**src/rtl/lsu_ctrl.sv**
```systemverilog
// lsu_ctrl: load/store unit between the CPU memory stage and the byte-addressed
// data memory. It range-checks each request and issues one native-size memory
// transaction for an aligned access. Load results are assembled little-endian
// and zero- or sign-extended. The result is returned as a one-cycle pulse.
// Optional feature macro: LSU_MISALIGN_SPLIT_EN. When it is defined, misaligned
// half/word accesses run as a sequence of byte transactions. When it is not
// defined, misaligned half/word accesses are rejected with resp_err.
module lsu_ctrl #(
  parameter int MEM_BYTES = 128
) (
  input  logic        clk,
  input  logic        reset,
  input  logic        req_valid,
  output logic        req_ready,
  input  logic        req_we,
  input  logic [1:0]  req_size,
  input  logic        req_signed,
  input  logic [31:0] req_addr,
  input  logic [31:0] req_wdata,
  output logic        resp_valid,
  output logic [31:0] resp_rdata,
  output logic        resp_err,
  output logic [1:0]  mem_write,
  output logic [2:0]  mem_read,
  output logic [31:0] mem_addr,
  output logic [31:0] mem_wdata,
  input  logic [31:0] mem_rdata
);

`ifdef LSU_MISALIGN_SPLIT_EN
  typedef enum logic [1:0] {S_IDLE = 2'd0, S_ACCESS = 2'd1, S_RESP = 2'd2, S_SPLIT = 2'd3} state_t;
`else
  typedef enum logic [1:0] {S_IDLE = 2'd0, S_ACCESS = 2'd1, S_RESP = 2'd2} state_t;
`endif

  state_t      state_q, state_d;
  logic [31:0] addr_q, addr_d;
  logic [1:0]  size_q, size_d;
  logic        we_q, we_d;
  logic        sgn_q, sgn_d;
  logic [31:0] wdata_q, wdata_d;
  logic        err_q, err_d;
  logic [31:0] rdata_q, rdata_d;
  logic [31:0] maddr_q, maddr_d;
  logic [31:0] mwdata_q, mwdata_d;
`ifdef LSU_MISALIGN_SPLIT_EN
  logic [1:0]  cnt_q, cnt_d;
  logic [1:0]  last_q, last_d;
`endif

  logic [2:0]  req_n;
  logic [32:0] req_end;
  logic        range_err;
  logic        misal;
  logic        bad;

  // Memory size encoding: byte 11, half 10, word 01.
  function automatic logic [1:0] size_code(input logic [1:0] s);
    case (s)
      2'b00:   return 2'b11;
      2'b01:   return 2'b10;
      default: return 2'b01;
    endcase
  endfunction

  // Acceptance-time checks. The end address is computed in 33 bits so that a
  // request near 2^32 cannot wrap around and pass the range check.
  always_comb begin
    req_n     = (req_size == 2'b10) ? 3'd4 : (req_size == 2'b01) ? 3'd2 : 3'd1;
    req_end   = {1'b0, req_addr} + {30'b0, req_n};
    range_err = req_end > 33'(MEM_BYTES);
    misal     = ((req_size == 2'b01) && req_addr[0]) ||
                ((req_size == 2'b10) && (req_addr[1:0] != 2'b00));
`ifdef LSU_MISALIGN_SPLIT_EN
    bad       = (req_size == 2'b11) || range_err;
`else
    bad       = (req_size == 2'b11) || range_err || misal;
`endif
  end

  // Next-state logic and outputs. mem_addr and mem_wdata hold their last
  // driven value while the unit is idle or responding.
  always_comb begin
    state_d    = state_q;
    addr_d     = addr_q;
    size_d     = size_q;
    we_d       = we_q;
    sgn_d      = sgn_q;
    wdata_d    = wdata_q;
    err_d      = err_q;
    rdata_d    = rdata_q;
    maddr_d    = maddr_q;
    mwdata_d   = mwdata_q;
`ifdef LSU_MISALIGN_SPLIT_EN
    cnt_d      = cnt_q;
    last_d     = last_q;
`endif
    req_ready  = 1'b0;
    resp_valid = 1'b0;
    resp_err   = 1'b0;
    resp_rdata = 32'h0;
    mem_write  = 2'b00;
    mem_read   = 3'b000;
    mem_addr   = maddr_q;
    mem_wdata  = mwdata_q;

    case (state_q)
      S_IDLE: begin
        req_ready = 1'b1;
        if (req_valid) begin
          addr_d  = req_addr;
          size_d  = req_size;
          we_d    = req_we;
          sgn_d   = req_signed;
          wdata_d = req_wdata;
          rdata_d = 32'h0;
          err_d   = bad;
          if (bad) begin
            state_d = S_RESP;
`ifdef LSU_MISALIGN_SPLIT_EN
          end else if (misal) begin
            cnt_d   = 2'd0;
            last_d  = (req_size == 2'b10) ? 2'd3 : 2'd1;
            state_d = S_SPLIT;
`endif
          end else begin
            state_d = S_ACCESS;
          end
        end
      end
      S_ACCESS: begin
        mem_addr = addr_q;
        if (we_q) begin
          mem_write = size_code(size_q);
          mem_wdata = wdata_q;
        end else begin
          mem_read = {1'b0, size_code(size_q)};
          rdata_d  = mem_rdata;
        end
        maddr_d  = mem_addr;
        mwdata_d = mem_wdata;
        state_d  = S_RESP;
      end
`ifdef LSU_MISALIGN_SPLIT_EN
      S_SPLIT: begin
        mem_addr = addr_q + {30'b0, cnt_q};
        if (we_q) begin
          mem_write = 2'b11;
          mem_wdata = {24'h0, wdata_q[{cnt_q, 3'b000} +: 8]};
        end else begin
          mem_read = 3'b011;
          rdata_d[{cnt_q, 3'b000} +: 8] = mem_rdata[7:0];
        end
        maddr_d  = mem_addr;
        mwdata_d = mem_wdata;
        if (cnt_q == last_q) state_d = S_RESP;
        else                 cnt_d   = cnt_q + 2'd1;
      end
`endif
      S_RESP: begin
        resp_valid = 1'b1;
        resp_err   = err_q;
        if (!err_q && !we_q) begin
          case (size_q)
            2'b00:   resp_rdata = sgn_q ? {{24{rdata_q[7]}}, rdata_q[7:0]} : {24'h0, rdata_q[7:0]};
            2'b01:   resp_rdata = sgn_q ? {{16{rdata_q[15]}}, rdata_q[15:0]} : {16'h0, rdata_q[15:0]};
            default: resp_rdata = rdata_q;
          endcase
        end
        state_d = S_IDLE;
      end
      default: state_d = S_IDLE;
    endcase

    // While reset is high, suppress the transaction of the cycle being
    // aborted, so a partial split store stops at the bytes already committed.
    if (reset) begin
      mem_write  = 2'b00;
      mem_read   = 3'b000;
      resp_valid = 1'b0;
      resp_err   = 1'b0;
      resp_rdata = 32'h0;
    end
  end

  // State and request registers.
  always_ff @(posedge clk) begin
    if (reset) begin
      state_q  <= S_IDLE;
      addr_q   <= 32'h0;
      size_q   <= 2'b00;
      we_q     <= 1'b0;
      sgn_q    <= 1'b0;
      wdata_q  <= 32'h0;
      err_q    <= 1'b0;
      rdata_q  <= 32'h0;
      maddr_q  <= 32'h0;
      mwdata_q <= 32'h0;
`ifdef LSU_MISALIGN_SPLIT_EN
      cnt_q    <= 2'd0;
      last_q   <= 2'd0;
`endif
    end else begin
      state_q  <= state_d;
      addr_q   <= addr_d;
      size_q   <= size_d;
      we_q     <= we_d;
      sgn_q    <= sgn_d;
      wdata_q  <= wdata_d;
      err_q    <= err_d;
      rdata_q  <= rdata_d;
      maddr_q  <= maddr_d;
      mwdata_q <= mwdata_d;
`ifdef LSU_MISALIGN_SPLIT_EN
      cnt_q    <= cnt_d;
      last_q   <= last_d;
`endif
    end
  end

endmodule

```
**config.mk**
```make
export PLATFORM = sky130hd
export DESIGN_NAME = lsu_ctrl
export DESIGN_NICKNAME = d
export VERILOG_FILES = /design/src/rtl/lsu_ctrl.sv
export SDC_FILE = /design/constraint.sdc
export NUM_CORES = 1
export LEC_CHECK = 0
export BUFFER_PORTS_ARGS = -buffer_cell sky130_fd_sc_hd__buf_2
export CORE_ASPECT_RATIO = 0.9
export CORE_MARGIN = 5
export CORE_UTILIZATION = 42
export DETAILED_ROUTE_END_ITERATION = 8
export PLACE_DENSITY = 0.67
export REMOVE_ABC_BUFFERS = 1
export SYNTH_ARGS = -nofsm -noshare
export SYNTH_HDL_FRONTEND = slang
export SYNTH_SLANG_ARGS = --single-unit
export TNS_END_PERCENT = 1
```
**constraint.sdc**
```tcl
create_clock -name clk -period 8.2 [get_ports clk]
set_clock_uncertainty 0.1 [all_clocks]
set_input_delay 1.64 -clock clk [delete_from_list [all_inputs] [get_ports clk]]
set_output_delay 1.64 -clock clk [all_outputs]
set_load 0.01 [all_outputs]
```
==> metrics.log <==
[metrics] result of the run: finished clean
[metrics] vias after detailed routing: 6178
[metrics] critical register-to-register path endpoint: rdata_q[27]
[metrics] Area growth syn-to-layout: 23.41%
[metrics] source of the worst hold timing path: wdata_q[12]
[metrics] final core utilization: 52.93%
[metrics] number of placed I/O pins: 207
[metrics] standard-cell rows: 45
[metrics] final period demand of the worst path: 5.828 ns
[metrics] fraction of final layout cells with drive strength greater than 1: 32.71%
[metrics] First-pass DRT Iterations: 5
[metrics] post-DP HPWL: 12.57 mm
[metrics] number of instances in the synthesized netlist: 823
[metrics] remaining max-slew budget at the tightest pin: 35.26%
[metrics] detail-routed net length per standard cell: 14.73 um
[metrics] Die Footprint: 20040 um^2
[metrics] final number of hold-violating endpoints: 0
[metrics] CTS tree: done
[metrics] maximum count of clock buffers along a single path: 2
[metrics] DRC: 0
[metrics] share of the synthesized area in the top cell type: 46.00%
[metrics] Sum Neg Setup Slack: 0 ns
[metrics] GRT Residual Overflow: 0
[metrics] cell at the root of the clock tree: clkbuf_16
[metrics] pin count of the biggest net entering global routing: 79
[metrics] # Post-CTS Setup Buffers: 0
[metrics] RSZ-0062 raised after global routing: no
[metrics] count of flip-flops with a built-in enable after synthesis: 0
[metrics] mean number of vias per cell: 4.954
[metrics] Startpoint Class: primary input
[metrics] cell accounting for the most synthesized area: dfxtp_1
[metrics] total routing resource utilization after global routing: 17.77%
[metrics] effective utilization at floorplan: 42.89%
[metrics] first-pass GRT wire length: 28.99 mm
[metrics] Port Buf Inserts: 205
[metrics] Worst Setup End Kind: output pin
[metrics] power per cell area: 190.3 nW/um^2
[metrics] Worst Max-Slew Pin Slew: 0.9711 ns
[metrics] critical path start-end classification: primary input to output pin
[metrics] final cycle utilization of the critical path: 71.08%
[metrics] maximum level of the CTS H-tree: 4
[metrics] peak ir drop on the vdd network: 134.9 uV
[metrics] DRT iter0 DRCs: 317
[metrics] post-synth design cell area: 7268 um^2
[metrics] post-layout net count: 1110
[metrics] horizontal extent of the die: 148.7 um
[metrics] routability congestion estimate: 0.7864
[metrics] destination of the worst hold path: wdata_q[12]
[metrics] total CTS buffers: 17
[metrics] signal arrival time at the worst endpoint: 4.09 ns
[metrics] proportion of synthesized flip-flops having asynchronous set or reset: 0%
[metrics] mean cell area of the mapped netlist: 8.831 um^2
[metrics] top cells by area, synth: dfxtp_1 46%, mux2_2 10%, nand2_1 7.7%, a21oi_1 6.1%, nor2b_1 5.7%
[metrics] number of stages on the worst hold path: 2
[metrics] required time of the worst setup path: 6.46 ns
[metrics] post_cts resized: 0
[metrics] Seq/Total Area, Yosys: 46.00%
[metrics] core area: 16950 um^2
[metrics] register clock-pin slew on the reported worst setup and hold paths: 0.06 ns
[metrics] number of endpoints failing setup at the final stage: 0
[metrics] hold bufs inserted after CTS: 0
[metrics] yosys synthesis warning count: 0
[metrics] insertion delay of the later-clocked pin in the worst-skew pair: 0.41 ns
[metrics] final WL: 18.37 mm
[metrics] Detail Route Antenna Nets: 0
[metrics] synthesized flop and latch total: 167
[metrics] vias in the first global route: 5661
[metrics] number of antenna violations at the first check in global routing: 0
[metrics] Unique masters post-synth: 58
[metrics] highest clock rate: 171.6 MHz
[metrics] clock net sink count: 167
[metrics] final-layout worst hold slack: 0.3520 ns
[metrics] Final Max Slew Viols: 0
[metrics] reg-to-reg startpoint: state_q[1]
[metrics] height of the chip: 134.8 um
[metrics] max-capacitance violation count: 0
[metrics] Lkg Pwr: 4.006 nW
[metrics] worst hold path class: register to register
[metrics] depth of the most critical reg-to-reg path: 7
[metrics] antenna diode count: 0
[metrics] start point of the critical path: reset
[metrics] setup slack, reg-to-reg: 5.79 ns
[metrics] Max Fanout on Critical Path: 36
[metrics] Most used DFF post-synth: dfxtp_1
registers in the layout, indices dropped and copies added (netlist names):
register / flops
addr_q: 32
maddr_q: 32
mwdata_q: 32
rdata_q: 32
wdata_q: 32
size_q: 2
state_q: 2
err_q: 1
sgn_q: 1
we_q: 1
critical path, stage by stage:
cell and delay [ns]:
buf_4 0.23, nor3b_1 0.30, nor3b_2 0.57, a21boi_2 0.47
nand2_1 0.42, a21oi_1 0.27, buf_2 0.17
kinds of logic after synthesis:
logic type               Yosys count  synth area share, %
AND/OR/NAND/NOR                  337                23.15
flip-flops                       167                46.00
AO/OA/AOI/OAI                    157                13.48
buffers and inverters             75                4.148
multiplexers                      68                10.48
XOR/XNOR                          10                1.205
adder cells (fa/ha/maj)            8                1.480
other                              1              0.05159
cell type report:
class	count	area, um^2
Fill cell	1603	7978
Multi-Input combinational cell	581	3635
Sequential cell	167	3343
Timing Repair Buffer	212	1081
Clock buffer	20	446.7
Tap cell	235	294.0
Clock inverter	12	95.09
Inverter	20	75.07
power breakdown:
part | switching (W) | internal, W
clock | 0.000329 | 0.000401
combinational | 0.0000841 | 0.0000502
sequential | 0.0000117 | 0.000831
total | 0.000425 | 0.00128
worst max path at each step:
stage                      to  slack [ns]  cells after the start
2_1_floorplan  resp_rdata[16]        3.15                      5
3_3_place_gp   resp_rdata[20]        2.57                      7
3_5_place_dp   resp_rdata[17]        2.36                      7
4_1_cts        resp_rdata[17]        2.35                      7
5_1_grt        resp_rdata[30]        1.93                      7
6_report       resp_rdata[17]        2.37                      7
cell usage after synthesis (3+ instances only):
cell and n:
buf_2 3, nor2_1 47, mux2i_1 3, dfxtp_1 167, and2_1 14, nand4_1 9
nand3_1 7, xnor2_1 8, nand3b_1 3, inv_1 20, or2_2 3, a21oi_1 89
nor3_1 7, mux2_2 65, nor4_1 9, clkbuf_1 47, nor2b_1 66, a22oi_1 34
ha_1 7, nand2_1 149, and3_1 5, a211oi_1 5, o21a_1 8
cell usage in the layout, fill, tap and decap left out, types with 3 or more instances in the layout:
master,n
nand3b_1,3
nand4_1,9
mux2i_1,3
or2_2,3
dfxtp_1,167
clkinv_2,3
clkbuf_16,17
inv_6,3
buf_2,204
o21a_1,8
inv_1,20
nand2_1,148
clkinv_4,4
nor2_1,45
and3_1,5
nor3_1,7
nor2b_1,66
nor4_1,9
a211oi_1,5
nand3_1,7
and2_1,13
buf_4,8
a21oi_1,89
a22oi_1,34
xnor2_1,8
ha_1,7
mux2_2,65
stage by stage:
stage,cells,setup slack [ns],instance area (um^2),power (W)
after floorplan,768,3.152,7042,0.0009230
after global routing,1247,1.930,8970,0.001782
after CTS,1247,2.352,8970,0.001732
final,1247,2.372,8970,0.001707
after detailed placement,1215,2.358,8428,0.0009956
after global placement,1215,2.566,8428,0.0009934
layer usage:
layer  part of all wire (%)  wire length [um]  GRT usage, %  vias to the layer above
li1                       -                 -             -                     3148
met1                     48              8751         24.87                     2824
met2                     44              8147         27.14                      192
met3                    7.0              1290         4.698                       14
met4                   0.99               182         4.926                        0
met5                      0                 0             0                        -
(Power assumes the default switching activity.)
